### config.mk
export PLATFORM = sky130hd
export DESIGN_NAME = resonator_dds_div_seq
export DESIGN_NICKNAME = d
export VERILOG_FILES = /design/src/rtl/resonator_dds_div_seq.sv
export SDC_FILE = /design/constraint.sdc
export NUM_CORES = 1
export LEC_CHECK = 0
export CAP_MARGIN = 5
export CORE_MARGIN = 3
export CORE_UTILIZATION = 30
export DETAILED_ROUTE_END_ITERATION = 6
export PLACE_DENSITY = 0.58
export SETUP_SLACK_MARGIN = 0.5
export SLEW_MARGIN = 20
export SYNTH_ARGS = -nofsm -noshare
export SYNTH_HDL_FRONTEND = slang
export SYNTH_SLANG_ARGS = --single-unit
### constraint.sdc
create_clock -name clk -period 6.6 [get_ports clk]
set_input_delay 0.66 -clock clk [delete_from_list [all_inputs] [get_ports clk]]
set_output_delay 0.66 -clock clk [all_outputs]
set_load 0.005 [all_outputs]
### src/rtl/resonator_dds_div_seq.sv
`default_nettype none
// ============================================================================
// resonator_dds_div_seq : 32/16 signed restoring divider, 33-cycle latency
// Rev 1.0
// ============================================================================
module resonator_dds_div_seq (
  input  logic        clk,
  input  logic        reset,
  input  logic        ce,
  input  logic        start,
  input  logic [31:0] dividend,
  input  logic [15:0] divisor,
  output logic        busy,
  output logic        done,
  output logic [15:0] quotient,
  output logic [15:0] remainder,
  output logic        div_by_zero,
  output logic        overflow
);

  typedef enum logic [1:0] {
    S_IDLE = 2'd0,
    S_CALC = 2'd1,
    S_SIGN = 2'd2
  } state_t;

  state_t      r_state;
  state_t      w_next;
  logic [4:0]  r_cnt;
  logic [15:0] r_rem;
  logic [31:0] r_quo;
  logic [15:0] r_den;
  logic        r_sign_q;
  logic        r_sign_r;
  logic        r_zero;
  logic        r_busy;
  logic        r_done;
  logic        r_dbz;
  logic        r_ovf;
  logic [15:0] r_q;
  logic [15:0] r_r;

  logic [31:0] w_dvd_mag;
  logic [15:0] w_dvs_mag;
  logic [16:0] w_trial;
  logic        w_fits;
  logic [15:0] w_sub;
  logic [15:0] w_rem_next;
  logic        w_ovf;
  logic [15:0] w_q_signed;
  logic [15:0] w_r_signed;
  logic [15:0] w_q_sat;

  assign w_dvd_mag = dividend[31] ? (~dividend + 32'd1) : dividend;
  assign w_dvs_mag = divisor[15]  ? (~divisor + 16'd1)  : divisor;

  // Dividend bits shift out of the top of r_quo while quotient bits shift in.
  assign w_trial    = {r_rem, r_quo[31]};
  assign w_fits     = (w_trial >= {1'b0, r_den});
  // The difference is below the divisor, so the low 16 bits are exact.
  assign w_sub      = w_trial[15:0] - r_den;
  assign w_rem_next = w_fits ? w_sub : w_trial[15:0];

  assign w_ovf      = r_sign_q ? (r_quo > 32'd32768) : (r_quo > 32'd32767);
  assign w_q_signed = r_sign_q ? (~r_quo[15:0] + 16'd1) : r_quo[15:0];
  assign w_r_signed = r_sign_r ? (~r_rem + 16'd1) : r_rem;
  assign w_q_sat    = r_sign_q ? 16'h8000 : 16'h7FFF;

  always_ff @(posedge clk or posedge reset) begin
    if (reset) begin
      r_state <= S_IDLE;
    end else if (ce) begin
      r_state <= w_next;
    end
  end

  always_comb begin
    w_next = r_state;
    case (r_state)
      S_IDLE:  if (start) w_next = S_CALC;
      S_CALC:  if (r_cnt == 5'd0) w_next = S_SIGN;
      S_SIGN:  w_next = S_IDLE;
      default: w_next = S_IDLE;
    endcase
  end

  always_ff @(posedge clk or posedge reset) begin
    if (reset) begin
      r_cnt    <= 5'd0;
      r_rem    <= 16'd0;
      r_quo    <= 32'd0;
      r_den    <= 16'd0;
      r_sign_q <= 1'b0;
      r_sign_r <= 1'b0;
      r_zero   <= 1'b0;
      r_busy   <= 1'b0;
      r_done   <= 1'b0;
      r_dbz    <= 1'b0;
      r_ovf    <= 1'b0;
      r_q      <= 16'd0;
      r_r      <= 16'd0;
    end else if (ce) begin
      r_done <= 1'b0;
      r_dbz  <= 1'b0;
      r_ovf  <= 1'b0;
      case (r_state)
        S_IDLE: begin
          if (start) begin
            r_quo    <= w_dvd_mag;
            r_rem    <= 16'd0;
            r_den    <= w_dvs_mag;
            r_sign_q <= dividend[31] ^ divisor[15];
            r_sign_r <= dividend[31];
            r_zero   <= (divisor == 16'd0);
            r_cnt    <= 5'd31;
            r_busy   <= 1'b1;
          end
        end
        S_CALC: begin
          r_rem <= w_rem_next;
          r_quo <= {r_quo[30:0], w_fits};
          if (r_cnt != 5'd0) r_cnt <= r_cnt - 5'd1;
        end
        S_SIGN: begin
          r_busy <= 1'b0;
          r_done <= 1'b1;
          if (r_zero) begin
            r_q   <= r_sign_r ? 16'h8000 : 16'h7FFF;
            r_r   <= 16'd0;
            r_dbz <= 1'b1;
          end else begin
            r_q   <= w_ovf ? w_q_sat : w_q_signed;
            r_r   <= w_r_signed;
            r_ovf <= w_ovf;
          end
        end
        default: ;
      endcase
    end
  end

  assign busy        = r_busy;
  assign done        = r_done;
  assign quotient    = r_q;
  assign remainder   = r_r;
  assign div_by_zero = r_dbz;
  assign overflow    = r_ovf;

endmodule
`default_nettype wire

==> run_results.csv, run 1 <==
group,metric,value,unit
grt,grt_pass1_wl,33200,µm
clock_network,clock-sinks,110,
worst_setup_path,r2r_setup_slack,3.39,ns
synth,async_flop_share,100,%
clock_network,cts_buffer_depth,2,
timing,setup_viol,0,
placed_design,dp_hpwl,14600,µm
power,powerDensity,318,nW/µm²
detailed_routing,vias,6492,
die,die-area,27100,µm²
hold_path,whs_path_depth,2,
timing,period_needed,3.21,ns
die,fp.dieW,165,µm
worst_setup_path,startpoint_type,"register",
final_layout,synthToLayoutAreaGrowth,18.1,%
placed_design,port_buffers,87,
die,io_pins,88,
final_layout,antenna_cells,0,
worst_setup_path,required,6.84,ns
clock_network,hold_buffers,0,
synth,yosysUniqueCellTypes,76,
placed_design,dpl.cell_count,1231,
detailed_routing,drc,0,
grt,antenna_found_initial,0,
detailed_routing,dr.pass1.iters,5,
synth,synth_nets,946,
power,peakVddDrop,133,µV
synth,ys.flop_type,"dfrtp_1",
final_layout,n_fill_cell,2574,
timing,report.final.slew_viol_count,0,
final_layout,post-route-util,36.3,%
timing,clock_skew,0.0135,ns
clock_network,cts_resized,0,
worst_setup_path,arrival,3.45,ns
clock_network,path_clk_slew,0.08,ns
die,die_h,165,µm
die,start_util,30.8,%
synth,yosys-top-cells-area,"dfrtp_1 (36%), nand2_1 (6.1%), o21ai_0 (5.1%)",
worst_setup_path,crit_start,"r_rem[0]$_DFFE_PP0P_",
synth,synth-edff-count,0,
die,rows,57,
timing,rsz0062_at_grt,"false",
clock_network,cts_tree,"done",
power,p_leak,0.00360,µW
clock_network,cts-buffers-inserted,9,
worst_setup_path,crit_path_end,"r_rem[1]$_DFFE_PP0P_",
worst_setup_path,r2r_end,"r_rem[1]$_DFFE_PP0P_",
synth,ys_ff_latch,110,
synth,synth_cells,871,
placed_design,place_congestion,0.822,
timing,hold_violations,0,
clock_network,postCtsSetupBuffers,0,
detailed_routing,detail_route.iter0.violations,328,
synth,netlist.area_leader.share,36.5,%
synth,yosys_warnings,0,
grt,grt_usage,15.0,%
final_layout,drive_gt1_share,5.74,%
die,coreArea,24500,µm²
timing,tightest_slew,0.978,ns
grt,grt_max_degree,85,
power,total_power,2830,µW
synth,avgSynthCellArea,8.66,µm²
synth,syn_area,7550,µm²
final_layout,multi_input_area,4360,µm²
grt,grt_pass1_vias,6263,
detailed_routing,wl,19900,µm
final_layout,stdcell_count,1247,
timing,max_slew_margin,34.6,%
timing,holdWs,0.481,ns
hold_path,hold_class,"register to register",
detailed_routing,ant_nets,0,
clock_network,cts-root-buf,"clkbuf_16",
worst_setup_path,reg2reg_from,"r_rem[0]$_DFFE_PP0P_",
worst_setup_path,worst_setup_path_end_kind,"register",
worst_setup_path,worstSetupPathType,"register to register",
run,timing.max_cap.violations,0,
final_layout,regArea,2750,µm²
final_layout,nNetsFinal,993,
detailed_routing,routedWlPerCell,16.0,µm
timing,tns,0,ns
synth,synth_top_cell_by_area,"dfrtp_1",
timing,fmax,0.311,GHz
outcome,status,"complete, no violations",
grt,overflow,0,
timing,period_share,48.7,%
detailed_routing,viasPerCell,5.21,
worst_setup_path,r2r_cells,7,
synth,ys_seq_area_share,36.5,%
clock_network,h-tree-depth,3,
worst_setup_path,crit_fanout,18,
clock_network,clk-insertion-delay-late,0.36,ns
state kept, by name, summed over array words and instances (netlist names), 2 cells and up:
signal and flops:
r_quo 32, quotient 16, r_den 16, r_rem 16
remainder 16, r_cnt 5, r_state 2
worst max-delay path, stage by stage, from the launching register on:
cell and delay (ns):
dfrtp_1 0.45, ha_1 0.33, nor2b_1 0.16, o31ai_1 0.49
a21oi_1 0.19, o31a_1 0.56, or2_1 0.53, a311o_1 0.40
routing by layer:
metal | wire length, µm | global-route usage, % | share of wire [%] | up-vias
met5 | 0 | 0 | 0 | -
met2 | 8330 | 21.9 | 42 | 114
met1 | 10600 | 23.1 | 53 | 3088
met4 | 127 | 2.71 | 0.64 | 0
li1 | - | - | - | 3283
met3 | 829 | 2.73 | 4.2 | 7
Yosys cell counts (6+ instances only):
cell type and instances:
xnor2_1 32, ha_1 22, o31ai_1 30, o221ai_1 6, a31o_2 6, o31a_1 6, o41ai_2 6, nand4_1 7
nor3_1 18, a211oi_1 8, nand2_1 122, o21ai_0 77, xor2_1 34, dfrtp_1 110, buf_1 6, clkbuf_1 41
inv_1 41, nand2b_1 9, a31oi_1 8, o211ai_1 23, mux2i_1 22, or3_1 11, o41ai_1 6, nand3_1 13
nor2_1 42, a21oi_1 36, o21ai_1 8, nor4_1 13
logic make-up (layout without fill, tap and decap cells):
| family | after synthesis | in the layout | share of synthesized area [%] |
|---|---|---|---|
| adder cells (fa/ha/maj) | 23 | 23 | 3.91 |
| multiplexers | 23 | 23 | 3.07 |
| flip-flops | 110 | 110 | 36.5 |
| AO/OA/AOI/OAI | 273 | 273 | 25.2 |
| buffers and inverters | 99 | 151 | 5.77 |
| XOR/XNOR | 66 | 66 | 7.66 |
| AND/OR/NAND/NOR | 277 | 277 | 18.0 |
where the power goes:
group / internal (µW) / switching, µW
registers: 807 / 201
clock network: 312 / 273
logic: 539 / 702
total: 1660 / 1180
layout make-up:
class	count	share of cell area, %
multi-input combinational	662	48.9
timing repair buffer	94	10.4
clock buffer	10	2.68
clock inverter	6	0.842
sequential	110	30.9
tap	324	4.55
inverter	41	1.75
how the worst min path moves through the flow:
| stage | startpoint | end |
|---|---|---|
| after floorplan | r_den[15]$_DFFE_PP0P_ | r_den[15]$_DFFE_PP0P_ |
| after global placement | remainder[1]$_DFFE_PP0P_ | remainder[1]$_DFFE_PP0P_ |
| after detailed placement | r_den[5]$_DFFE_PP0P_ | r_den[5]$_DFFE_PP0P_ |
| after global routing | r_den[5]$_DFFE_PP0P_ | r_den[5]$_DFFE_PP0P_ |
| after CTS | r_cnt[3]$_DFFE_PP0P_ | r_cnt[3]$_DFFE_PP0P_ |
| final | r_den[14]$_DFFE_PP0P_ | r_den[14]$_DFFE_PP0P_ |
through the flow:
stage / setup WS [ns] / cell area [µm²]
floorplan: 3.04 / 7550
global placement: 3.19 / 8600
detailed placement: 3.11 / 8600
CTS: 3.37 / 8910
global route: 3.17 / 8910
finish: 3.39 / 8910
placed cells by master (no fill, tap or decap), types with 23 or more instances in the layout:
cell type	n
nand2_1	121
o31ai_1	30
xor2_1	34
dfrtp_1	110
a21oi_1	36
clkdlybuf4s50_1	87
inv_1	40
xnor2_1	32
o21ai_0	77
o211ai_1	23
nor2_1	42
No activity file was read; power rests on OpenSTA's default activity.
==> inputs of run 2 (changes only) <==
==> constraint.sdc (replaced) <==
create_clock -name clk -period 3.25 [get_ports clk]
set_input_delay 0.325 -clock clk [delete_from_list [all_inputs] [get_ports clk]]
set_output_delay 0.325 -clock clk [all_outputs]
set_load 0.005 [all_outputs]
==> run 2 against run 1 <==
- cell area rose by 1.2%
- sequential share of layout area fell by 0.35 points
- first-iteration DRC count fell by 15%
- sequential power rose by 100%
- clock power rose by 90%
- via count rose by 0.96%
- setup slack got worse by 2.7 ns
- register-to-register slack got worse by 2.7 ns
- flip-flop and latch count did not move
- total power rose by 110%
- highest routed layer unchanged
==> run_results.csv, run 2 (same netlist as run 1, synthesis figures left out) <==
group,metric,value,unit
timing,holdWs,0.482,ns
clock_network,clock-sinks,110,
placed_design,port_buffers,87,
grt,antenna_found_initial,0,
grt,grt_max_degree,111,
clock_network,cts-root-buf,"clkbuf_16",
die,fp.dieW,165,µm
clock_network,cts_resized,2,
clock_network,h-tree-depth,3,
worst_setup_path,required,3.46,ns
worst_setup_path,crit_fanout,11,
power,total_power,5810,µW
grt,grt_usage,15.3,%
clock_network,clk-insertion-delay-late,0.36,ns
final_layout,layout_commonest_cell,"nand2_1",
die,coreArea,24500,µm²
timing,setup_viol,0,
grt,overflow,0,
detailed_routing,vias,6554,
final_layout,stdcell_count,1261,
timing,fmax,0.383,GHz
timing,setup_ws,0.637,ns
final_layout,largest_reg_flops,32,
detailed_routing,ant_nets,0,
timing,clock_skew,0.00769,ns
timing,report.final.slew_viol_count,0,
die,rows,57,
detailed_routing,routedWlPerCell,16.3,µm
timing,tightest_slew,0.715,ns
power,p_leak,0.00365,µW
detailed_routing,viasPerCell,5.20,
die,start_util,30.8,%
placed_design,dp_slack,0.231,ns
detailed_routing,dr.pass1.iters,5,
hold_path,hold_class,"register to register",
clock_network,cts_tree,"done",
clock_network,hold_buffers,0,
timing,period_share,80.4,%
timing,tns,0,ns
timing,max_slew_margin,52.2,%
die,die-area,27100,µm²
worst_setup_path,worstSetupPathType,"input pin to register",
placed_design,dp_hpwl,15100,µm
clock_network,path_clk_slew,0.08,ns
outcome,status,"complete, no violations",
final_layout,final_cell_mix,"nand2_1 (122), dfrtp_1 (109), clkdlybuf4s50_1 (87)",
worst_setup_path,startpoint_type,"input pin",
worst_setup_path,worst_setup_path_end_kind,"register",
worst_setup_path,arrival,2.83,ns
final_layout,drive_gt1_share,7.68,%
final_layout,synthToLayoutAreaGrowth,19.5,%
power,powerDensity,645,nW/µm²
grt,grt_pass1_wl,33900,µm
power,peakVddDrop,277,µV
timing,hold_violations,0,
die,die_h,165,µm
die,io_pins,88,
detailed_routing,wl,20500,µm
final_layout,largest_register,"r_quo",
placed_design,place_congestion,0.799,
placed_design,dpl.cell_count,1245,
detailed_routing,detail_route.iter0.violations,278,
detailed_routing,drc,0,
clock_network,postCtsSetupBuffers,0,
final_layout,nNetsFinal,1007,
timing,period_needed,2.61,ns
run,timing.max_cap.violations,0,
clock_network,cts-buffers-inserted,9,
grt,grt_pass1_vias,6358,
clock_network,cts_buffer_depth,2,
final_layout,antenna_cells,0,
timing,rsz0062_at_grt,"false",
==> run 2: changes by cell type in the layout (fill, tap and decap cells not counted), moves of 2 or more <==
cell and delta:
buf_4 +13, clkinv_2 +2, clkinvlp_4 +2, ha_1 -3, ha_2 +3, inv_6 -2
==> run 2: metrics by stage <==
stage | area (µm²) | utilization (%)
floorplan | 7550 | -
global placement | 8710 | 35.5
detailed placement | 8710 | 35.5
CTS | 9000 | 36.7
global route | 9020 | 36.8
finish | 9020 | 36.8
==> run 2: final cells by class <==
cell class | instances | area, µm²
clock inverters | 5 | 33.8
repair buffers | 108 | 1040
multi-input cells | 662 | 4370
fillers | 2557 | 15500
clock buffers | 11 | 253
flip-flops and latches | 110 | 2750
well taps | 324 | 405
inverters | 41 | 158
==> run 2: critical path: stages <==
cell	delay (ns)
clkdlybuf4s50_1	0.46
or4_1	0.57
or4_4	0.54
or3_4	0.46
o31ai_4	0.18
xor2_1	0.16
o221ai_1	0.13
==> run 2: power breakdown <==
group	switching [µW]	internal, µW
Sequential	397	1640
Combinational	1490	1180
Clock	545	562
==> run 2: routing by layer <==
metal	vias to the layer above	GRT usage (%)	part of all wire (%)
met5	-	0	0
met4	0	4.27	1.5
met3	20	2.43	4.8
met2	133	22.2	42
met1	3093	23.4	51
li1	3308	-	-
==> run 2: final timing paths <==
check,startpoint,end,slack (ns),cells after the start
worst min register to register,r_den[12]$_DFFE_PP0P_,r_den[12]$_DFFE_PP0P_,0.48,2
max in group asynchronous,reset,r_rem[5]$_DFFE_PP0P_,2.30,3
min in group asynchronous,reset,remainder[6]$_DFFE_PP0P_,0.50,3
worst max-delay path,dividend[1],r_quo[27]$_DFFE_PP0P_,0.64,7
worst min-delay path,r_den[12]$_DFFE_PP0P_,r_den[12]$_DFFE_PP0P_,0.48,2
worst max register to register,r_rem[7]$_DFFE_PP0P_,r_rem[15]$_DFFE_PP0P_,0.69,8
